<file path="config.mk">
export PLATFORM = sky130hd
export DESIGN_NAME = sent_rx_crc_check
export DESIGN_NICKNAME = d
export VERILOG_FILES = /design/src/rtl/sent_rx_crc_check.sv
export SDC_FILE = /design/constraint.sdc
export NUM_CORES = 1
export LEC_CHECK = 0
export ABC_AREA = 1
export CAP_MARGIN = 5
export CORE_UTILIZATION = 30
export DETAILED_ROUTE_END_ITERATION = 12
export PLACE_DENSITY = 0.59
export SLEW_MARGIN = 5
export SYNTH_ARGS = -nofsm -noshare
export SYNTH_HDL_FRONTEND = slang
export SYNTH_SLANG_ARGS = --single-unit
</file>
<file path="constraint.sdc">
create_clock -name clk -period 4.3 [get_ports clk]
set_clock_uncertainty 0.2 [all_clocks]
set_input_delay 1.29 -clock clk [delete_from_list [all_inputs] [get_ports clk]]
set_output_delay 1.29 -clock clk [all_outputs]
set_load 0.01 [all_outputs]
</file>
<file path="src/rtl/sent_rx_crc_check.sv">
// Receive-side SENT CRC4 checker: collects status/data/CRC nibbles, recomputes the CRC and reports ok/err.
// Define SENT_LEGACY_CRC_EN for the pre-2010 CRC without zero-nibble augmentation (one cycle less latency).
module sent_rx_crc_check #(
    parameter int DATA_NIBBLES = 6,
    parameter int ERR_CNT_W    = 16
) (
    input  logic                      clk,
    input  logic                      reset,
    input  logic                      frame_start,
    input  logic                      frame_abort,
    input  logic                      nib_valid,
    input  logic [3:0]                nib_data,
    output logic                      busy,
    output logic                      frame_valid,
    output logic                      crc_ok,
    output logic                      crc_err,
    output logic [3:0]                status_nib,
    output logic [4*DATA_NIBBLES-1:0] data_out,
    output logic [3:0]                crc_rx,
    output logic [3:0]                crc_calc,
    output logic [ERR_CNT_W-1:0]      err_cnt
);
    localparam int         DW       = 4 * DATA_NIBBLES;
    localparam logic [3:0] CRC_SEED = 4'h5;
    localparam logic [2:0] LAST_IDX = 3'(DATA_NIBBLES - 1);

    typedef enum logic [2:0] {S_IDLE, S_STATUS, S_DATA, S_CRC, S_AUG, S_DONE} state_t;

    state_t               state_q, state_d;
    logic [3:0]           crc_q, crc_d;
    logic [2:0]           cnt_q, cnt_d;
    logic [3:0]           status_sh_q, status_sh_d;
    logic [DW-1:0]        data_sh_q, data_sh_d;
    logic [3:0]           crc_rx_sh_q, crc_rx_sh_d;
    logic                 frame_valid_q, frame_valid_d;
    logic                 crc_ok_q, crc_ok_d;
    logic                 crc_err_q, crc_err_d;
    logic [3:0]           status_nib_q, status_nib_d;
    logic [DW-1:0]        data_out_q, data_out_d;
    logic [3:0]           crc_rx_q, crc_rx_d;
    logic [3:0]           crc_calc_q, crc_calc_d;
    logic [ERR_CNT_W-1:0] err_cnt_q, err_cnt_d;
    logic                 load;
    logic [3:0]           crc_final;
    logic                 match;

    // One table step of poly x^4+x^3+x^2+1.
    function automatic logic [3:0] crc_tab(input logic [3:0] idx);
        case (idx)
            4'h0: crc_tab = 4'h0;  4'h1: crc_tab = 4'hD;  4'h2: crc_tab = 4'h7;  4'h3: crc_tab = 4'hA;
            4'h4: crc_tab = 4'hE;  4'h5: crc_tab = 4'h3;  4'h6: crc_tab = 4'h9;  4'h7: crc_tab = 4'h4;
            4'h8: crc_tab = 4'h1;  4'h9: crc_tab = 4'hC;  4'hA: crc_tab = 4'h6;  4'hB: crc_tab = 4'hB;
            4'hC: crc_tab = 4'hF;  4'hD: crc_tab = 4'h2;  4'hE: crc_tab = 4'h8;  default: crc_tab = 4'h5;
        endcase
    endfunction

    always_comb begin
        state_d       = state_q;
        crc_d         = crc_q;
        cnt_d         = cnt_q;
        status_sh_d   = status_sh_q;
        data_sh_d     = data_sh_q;
        crc_rx_sh_d   = crc_rx_sh_q;
        frame_valid_d = 1'b0;
        crc_ok_d      = 1'b0;
        crc_err_d     = 1'b0;
        status_nib_d  = status_nib_q;
        data_out_d    = data_out_q;
        crc_rx_d      = crc_rx_q;
        crc_calc_d    = crc_calc_q;
        err_cnt_d     = err_cnt_q;
        load          = 1'b0;
        crc_final     = crc_q;
        match         = 1'b0;

        case (state_q)
            S_IDLE: begin
                if (frame_start) begin
                    state_d = S_STATUS;
                    crc_d   = CRC_SEED;
                    cnt_d   = '0;
                end
            end
            S_STATUS: begin
                if (nib_valid) begin
                    status_sh_d = nib_data;
                    state_d     = S_DATA;
                end
            end
            S_DATA: begin
                if (nib_valid) begin
                    crc_d     = crc_tab(crc_q) ^ nib_data;
                    data_sh_d = (data_sh_q << 4) | DW'(nib_data);
                    cnt_d     = cnt_q + 3'd1;
                    if (cnt_q == LAST_IDX) state_d = S_CRC;
                end
            end
            S_CRC: begin
                if (nib_valid) begin
                    crc_rx_sh_d = nib_data;
`ifdef SENT_LEGACY_CRC_EN
                    load    = 1'b1;
                    state_d = S_DONE;
`else
                    state_d = S_AUG;
`endif
                end
            end
`ifndef SENT_LEGACY_CRC_EN
            S_AUG: begin
                crc_d     = crc_tab(crc_q);
                crc_final = crc_d;
                load      = 1'b1;
                state_d   = S_DONE;
            end
`endif
            S_DONE:  state_d = S_IDLE;
            default: state_d = S_IDLE;
        endcase

        // A restart or abort cancels any result that would have been published on this edge.
        if (frame_start && state_q != S_IDLE) begin
            state_d = S_STATUS;
            crc_d   = CRC_SEED;
            cnt_d   = '0;
            load    = 1'b0;
        end
        if (frame_abort) begin
            state_d = S_IDLE;
            load    = 1'b0;
        end

        // Outputs are registered on the edge into DONE so they are valid while DONE is active.
        if (load) begin
            match         = (crc_rx_sh_d == crc_final);
            frame_valid_d = 1'b1;
            crc_ok_d      = match;
            crc_err_d     = !match;
            status_nib_d  = status_sh_q;
            data_out_d    = data_sh_q;
            crc_rx_d      = crc_rx_sh_d;
            crc_calc_d    = crc_final;
            if (!match && err_cnt_q != {ERR_CNT_W{1'b1}}) err_cnt_d = err_cnt_q + 1'b1;
        end
    end

    always_ff @(posedge clk or posedge reset) begin
        if (reset) begin
            state_q       <= S_IDLE;
            crc_q         <= CRC_SEED;
            cnt_q         <= '0;
            status_sh_q   <= '0;
            data_sh_q     <= '0;
            crc_rx_sh_q   <= '0;
            frame_valid_q <= 1'b0;
            crc_ok_q      <= 1'b0;
            crc_err_q     <= 1'b0;
            status_nib_q  <= '0;
            data_out_q    <= '0;
            crc_rx_q      <= '0;
            crc_calc_q    <= '0;
            err_cnt_q     <= '0;
        end else begin
            state_q       <= state_d;
            crc_q         <= crc_d;
            cnt_q         <= cnt_d;
            status_sh_q   <= status_sh_d;
            data_sh_q     <= data_sh_d;
            crc_rx_sh_q   <= crc_rx_sh_d;
            frame_valid_q <= frame_valid_d;
            crc_ok_q      <= crc_ok_d;
            crc_err_q     <= crc_err_d;
            status_nib_q  <= status_nib_d;
            data_out_q    <= data_out_d;
            crc_rx_q      <= crc_rx_d;
            crc_calc_q    <= crc_calc_d;
            err_cnt_q     <= err_cnt_d;
        end
    end

    assign busy        = (state_q != S_IDLE);
    assign frame_valid = frame_valid_q;
    assign crc_ok      = crc_ok_q;
    assign crc_err     = crc_err_q;
    assign status_nib  = status_nib_q;
    assign data_out    = data_out_q;
    assign crc_rx      = crc_rx_q;
    assign crc_calc    = crc_calc_q;
    assign err_cnt     = err_cnt_q;
endmodule
</file>
==> After elaboration in Yosys (flattened, before gate mapping) <==
Memories as Yosys holds them, arrays and structs flattened.
Index checks and enable logic that the tools add are counted.
{ "word_totals": {"ff_bits": 97, "romBits": 128, "out_inout_bits": 56, "elab_cells": 74, "memories": 2} }
{ "op_classes": {"add_sub_neg": 2, "n_eq_ne": 14, "mux": 27, "bitwise_logic": 2, "reduce_logical": 13} }
{ "memory_table": {"columns": ["memory", "depth", "width", "rd", "rd_clocked_by_memory_dff", "wr", "line", "source"], "rows": [
  ["(name not given)", 16, 4, 1, 0, 0, "49", "case (idx)"],
  ["(name not given)", 16, 4, 1, 0, 0, "49", null]
]} }
{ "op_table": {"columns": ["operator", "n"], "rows": [
  ["2-to-1 mux 4 bit", 8],
  ["2-to-1 mux 3 bit", 10],
  ["OR 24 x 4 -> 24 bit", 1],
  ["!= test 4 bit, second input constant", 5],
  ["adder 16 x 1 -> 16 bit, second input constant", 1],
  ["!= test 16 bit, second input constant", 1],
  ["case mux 3 bit (5 select lines)", 1],
  ["case mux 4 bit (3 select lines)", 1],
  ["== test 3 x 2 -> 1 bit, second input constant", 2],
  ["== test 3 bit, second input constant", 2],
  ["2-to-1 mux 1 bit", 6],
  ["!= test 3 bit, second input constant", 2],
  ["case mux 3 bit (2 select lines)", 1],
  ["AND reduction 2 bit", 3],
  ["AND reduction 3 bit", 2],
  ["nonzero test 3 bit", 2],
  ["AND reduction 5 bit", 1],
  ["== test 4 bit", 1],
  ["nonzero test 4 bit", 1],
  ["XOR 4 bit", 1],
  ["adder 3 x 1 -> 3 bit, second input constant", 1],
  ["== test 3 x 1 -> 1 bit, second input constant", 1],
  ["zero test 3 bit", 1],
  ["logical AND 1 bit", 2],
  ["zero test 1 bit", 1]
]} }

==> Depth between registers and ports, before layout <==
An unclocked memory read counts as a cell.
{ "depth": {"word_depth": 7, "mapped_depth": 16} }

==> Worst setup path before layout <==
OpenSTA, ideal clock, no wires.
{ "synth_path": {"path_kind": "input -> register", "startpoint": "in nib_valid", "endpoint": "reg err_cnt_q[2] (netlist: err_cnt[2])", "setup_ps": 117, "arrival_time_ps": 2383, "setup_slack_ps": 1600, "stages": 13, "path_buffers": 2, "cell_sequence": "buf_2 > nand4_1 > nand2_1 > nand2_1 > nand2_1 > nand2_1 > nand2_1 > inv_2 > nand2_4 > nand3_4 > buf_12 > nand2_2 > nand2_1"} }
{ "synth_via": {"elab_chain_len": 6} }
{ "synth_lines": {"columns": ["item", "line", "source"], "rows": [
  ["from (decl)", "11", "input logic nib_valid,"],
  ["2-to-1 mux 4 bit", "99", "if (nib_valid) begin"],
  ["2-to-1 mux 4 bit", "76", "case (state_q)"],
  ["via crc_rx_sh_d[1]", "34", "logic [3:0] crc_rx_sh_q, crc_rx_sh_d;"],
  ["== test 4 bit", "135", "match = (crc_rx_sh_d == crc_final);"],
  ["zero test 1 bit", "143", "if (!match && err_cnt_q != {ERR_CNT_W{1'b1}}) err_cnt_d = err_cnt_q + 1'b1;"],
  ["logical AND 1 bit", "143", null],
  ["AND reduction 2 bit (no source line)", null, null],
  ["to (signal assigned)", "177", "err_cnt_q <= err_cnt_d;"],
  ["to (decl)", "42", "logic [ERR_CNT_W-1:0] err_cnt_q, err_cnt_d;"]
]} }
The timed path passes the listed nets, and every way through them passes these cells.
A chain may end at the register's enable or synchronous reset.

==> Worst setup path after layout <==
{ "layout_path": {"startpoint": "in nib_valid", "endpoint": "reg err_cnt_q[11] (netlist: err_cnt[11])"} }
The elaborated chain is that of the path after synthesis.

==> results by group <==
Status
  • Outcome: finished, final reports clean

Critical path
  • R2R setup slack: 1.74 ns
  • CP Depth: 14
  • CP Max Fanout: 18
  • Origin of the worst setup path: nib_valid
  • Req. time, crit path: 4.34 ns
  • WP data arrival: 3.30 ns
  • Worst reg2reg path depth: 14
  • Crit path buffers/inverters: 3
  • Cell family contributing the most delay on the critical path: simple AND/OR/NAND/NOR gates
  • Most frequent CP cell: nand2_1
  • Slowest CP cell: clkdlybuf4s50_1
  • Worst-path cell chain: clkdlybuf4s50_1 -> inv_1 -> nand2_1 -> nand2_1 -> nand2_1 -> nand2_2 -> inv_2 -> nand2_1 -> nand2_1 -> nor2_4 -> nand2_4 -> nand3_4 -> nand2_1 -> nand2_1
  • Reg2Reg Capture Point: err_cnt[11]$_DFFE_PP0P_
  • Max stage delay on crit path: 0.72 ns
  • Reg-to-reg startpoint: crc_q[0]$_DFFE_PP1P_
  • Setup crit start kind: input pin
  • Setup CP Type: in2reg
  • Critical Path End Type: flip-flop

Routing
  • Via Count: 3819
  • Routed WL: 11200 µm
  • Post-DR vias/cell: 4.73
  • Post-DR wirelength/cell: 13.8 µm
  • Post-DRT Antenna Nets: 0
  • DRT iter0 DRCs: 231
  • Drt pass-1 iters: 5
  • Drt drc: 0

Global routing
  • Gr ovfl total: 0
  • Gr usage total: 15.6%
  • Initial antenna violation count: 0
  • Vias in the first global route: 3935
  • First-pass GRT wire length: 19500 µm
  • Largest net degree at the start of global routing: 66

Die
  • Die area: 0.0159 mm²
  • Io pins: 65
  • Core footprint: 0.0148 mm²
  • Starting Density: 31.2%
  • Row count: 44
  • Die height: 126 µm
  • Die X: 126 µm

Clock tree
  • CTS tree: done
  • CTS HTree Levels: 3
  • Clock buffer depth: 2
  • CTS sink count: 97
  • Post-cts hold buffer count: 0
  • Worst skew pair latency: 0.35 ns
  • Postcts setup bufs: 0
  • Cts bufs inserted: 9
  • Clock root buffer: clkbuf_16
  • Clock-pin slew on the worst setup and hold paths: 0.07 ns
  • CTS resizes: 0

Finish
  • Core Util, Final: 38.6%
  • Finished Layout Cells: 808
  • Share of cells above drive strength 1: 8.81%
  • Synthesis-to-finish area growth: 23.8%
  • Ant diodes: 0
  • NumNets Final: 633

Yosys
  • Synth top area cells: dfrtp_1 (52%), nand2_1 (16%), o21ai_0 (7.1%), inv_1 (4.2%), nand4_1 (2.6%)
  • Register area share after synthesis: 52.8%
  • Cells after Synth: 558
  • Yosys warns: 0
  • Number of synthesized flops with an enable pin: 0
  • Most frequent cell after synthesis: nand2_1
  • Top_reg_cell synth: dfrtp_1
  • Seq cells post-synth: 97
  • Async SR Flop Fraction: 100%
  • Netlist Area Pre-Place: 0.00461 mm²
  • Syn nets: 572
  • Area leader, netlist: dfrtp_1
  • Syn Area/Cell: 8.25 µm²
  • Most instantiated cells after synthesis: nand2_1 (195), dfrtp_1 (95), o21ai_0 (65)
  • Share of the synthesized area in the top cell type: 51.6%
  • Distinct cell type count after synthesis: 32

Placement
  • Input/output buffers: 64
  • Post-Place Worst Slack: 0.643 ns
  • Post-DP HPWL: 8090 µm
  • Placed insts: 792
  • Final GP Congestion: 0.882

Run
  • Max_cap viols: 0

Min path
  • Worst min path class: reg2reg
  • Hold Crit Start: status_sh_q[1]$_DFFE_PP0P_
  • Hold path cells: 2
  • Hold Path End: status_nib[1]$_DFFE_PP0P_

Pwr
  • Pwr dens: 466 mW/mm²
  • Max VDD drop: 221 µV
  • Pleak: 2.70 nW

Timing
  • Worst-margin pin slew: 0.797 ns
  • Final Worst Setup Slack: 1.04 ns
  • Fmax: 307 MHz
  • Relative slew slack: 46.8%
  • Final Hold Fails: 0
  • Fraction of the cycle the final worst path needs: 75.9%
  • Min Tclk post-route: 3.26 ns
  • Hold Slack: 0.274 ns
  • RSZ-0062 raised after global routing: false
  • Max-slew violations: 0
  • Setup TNS Final: 0 ns
  • # setup viols final: 0
[sequential cells by signal (all words and copies together), names as in the netlist]
register	cells
status_sh_q	4
crc_err	1
crc_calc	4
data_out	24
data_sh_q	24
cnt_q	3
frame_valid	1
crc_q	4
crc_rx	4
status_nib	4
crc_ok	1
crc_rx_sh_q	4
state_q	3
err_cnt	16
[stage by stage]
step	instance area [µm²]	total power, mW
final	5700	2.66
after global routing	5700	2.85
after CTS	5700	2.70
after detailed placement	5430	1.93
after global placement	5430	1.92
after floorplan	4610	1.66
[placed cells by master (no fill, tap or decap), types with 3 or more instances in the layout]
cell,count
a21oi_1,5
buf_4,5
clkbuf_1,3
clkbuf_16,9
clkdlybuf4s50_1,64
dfrtp_1,95
ha_1,5
inv_1,51
inv_2,7
nand2_1,194
nand2_2,16
nand3_1,23
nand4_1,19
nor2_1,18
nor3_1,6
o21ai_0,65
xnor2_1,8
xor2_1,6
[layer usage]
metal  global-route usage (%)  vias to the layer above  wire [µm]
li1                         -                     1904          -
met1                     21.2                     1808       5490
met2                     24.2                       92       4970
met3                     3.40                       15        516
met4                     6.38                        0        195
met5                        0                        -          0
[report_power, final]
group          switching, mW  internal, mW  leakage [nW]
clock                  0.351         0.395         0.127
combinational          0.380         0.272          1.29
sequential             0.126          1.13          1.28
[cell type report]
type	count	area, µm²
flip-flops and latches	97	2430
fillers	1537	9050
multi-input cells	381	1850
clock inverters	4	30.0
repair buffers	70	698
inverters	60	226
clock buffers	12	236
well taps	184	230
[worst reg2reg max path, stage by stage, from the launching register on]
cell and delay [ns]:
dfstp_2 0.56, inv_1 0.08, ha_1 0.33, inv_1 0.09, nand2_1 0.05, nand2_1 0.12
nand2_1 0.09, nand2_1 0.08, nand2_1 0.06, nand2_2 0.10, nor2_4 0.05, nand2_4 0.18
nand3_4 0.27, nand2_1 0.13, nand2_1 0.05
[worst max-delay path by stage]
stage | slack (ns) | to
finish | 1.04 | err_cnt[11]$_DFFE_PP0P_
global placement | 0.71 | err_cnt[11]$_DFFE_PP0P_
global route | 0.79 | err_cnt[9]$_DFFE_PP0P_
floorplan | 0.28 | cnt_q[0]$_DFFE_PP0P_
CTS | 1.02 | err_cnt[11]$_DFFE_PP0P_
detailed placement | 0.64 | err_cnt[11]$_DFFE_PP0P_
[cell families (layout without fill, tap and decap cells)]
kind of cell,count (synthesis),in the layout,synth area share (%)
AOI/OAI and AO/OA,76,76,8.64
xor gates and xnor gates,14,14,2.66
adders and majority gates,5,5,1.36
buffers and inverters,80,146,7.14
DFF,97,97,52.8
and+or+nand+nor,286,286,27.4
Power figures use the tool's default switching activity.
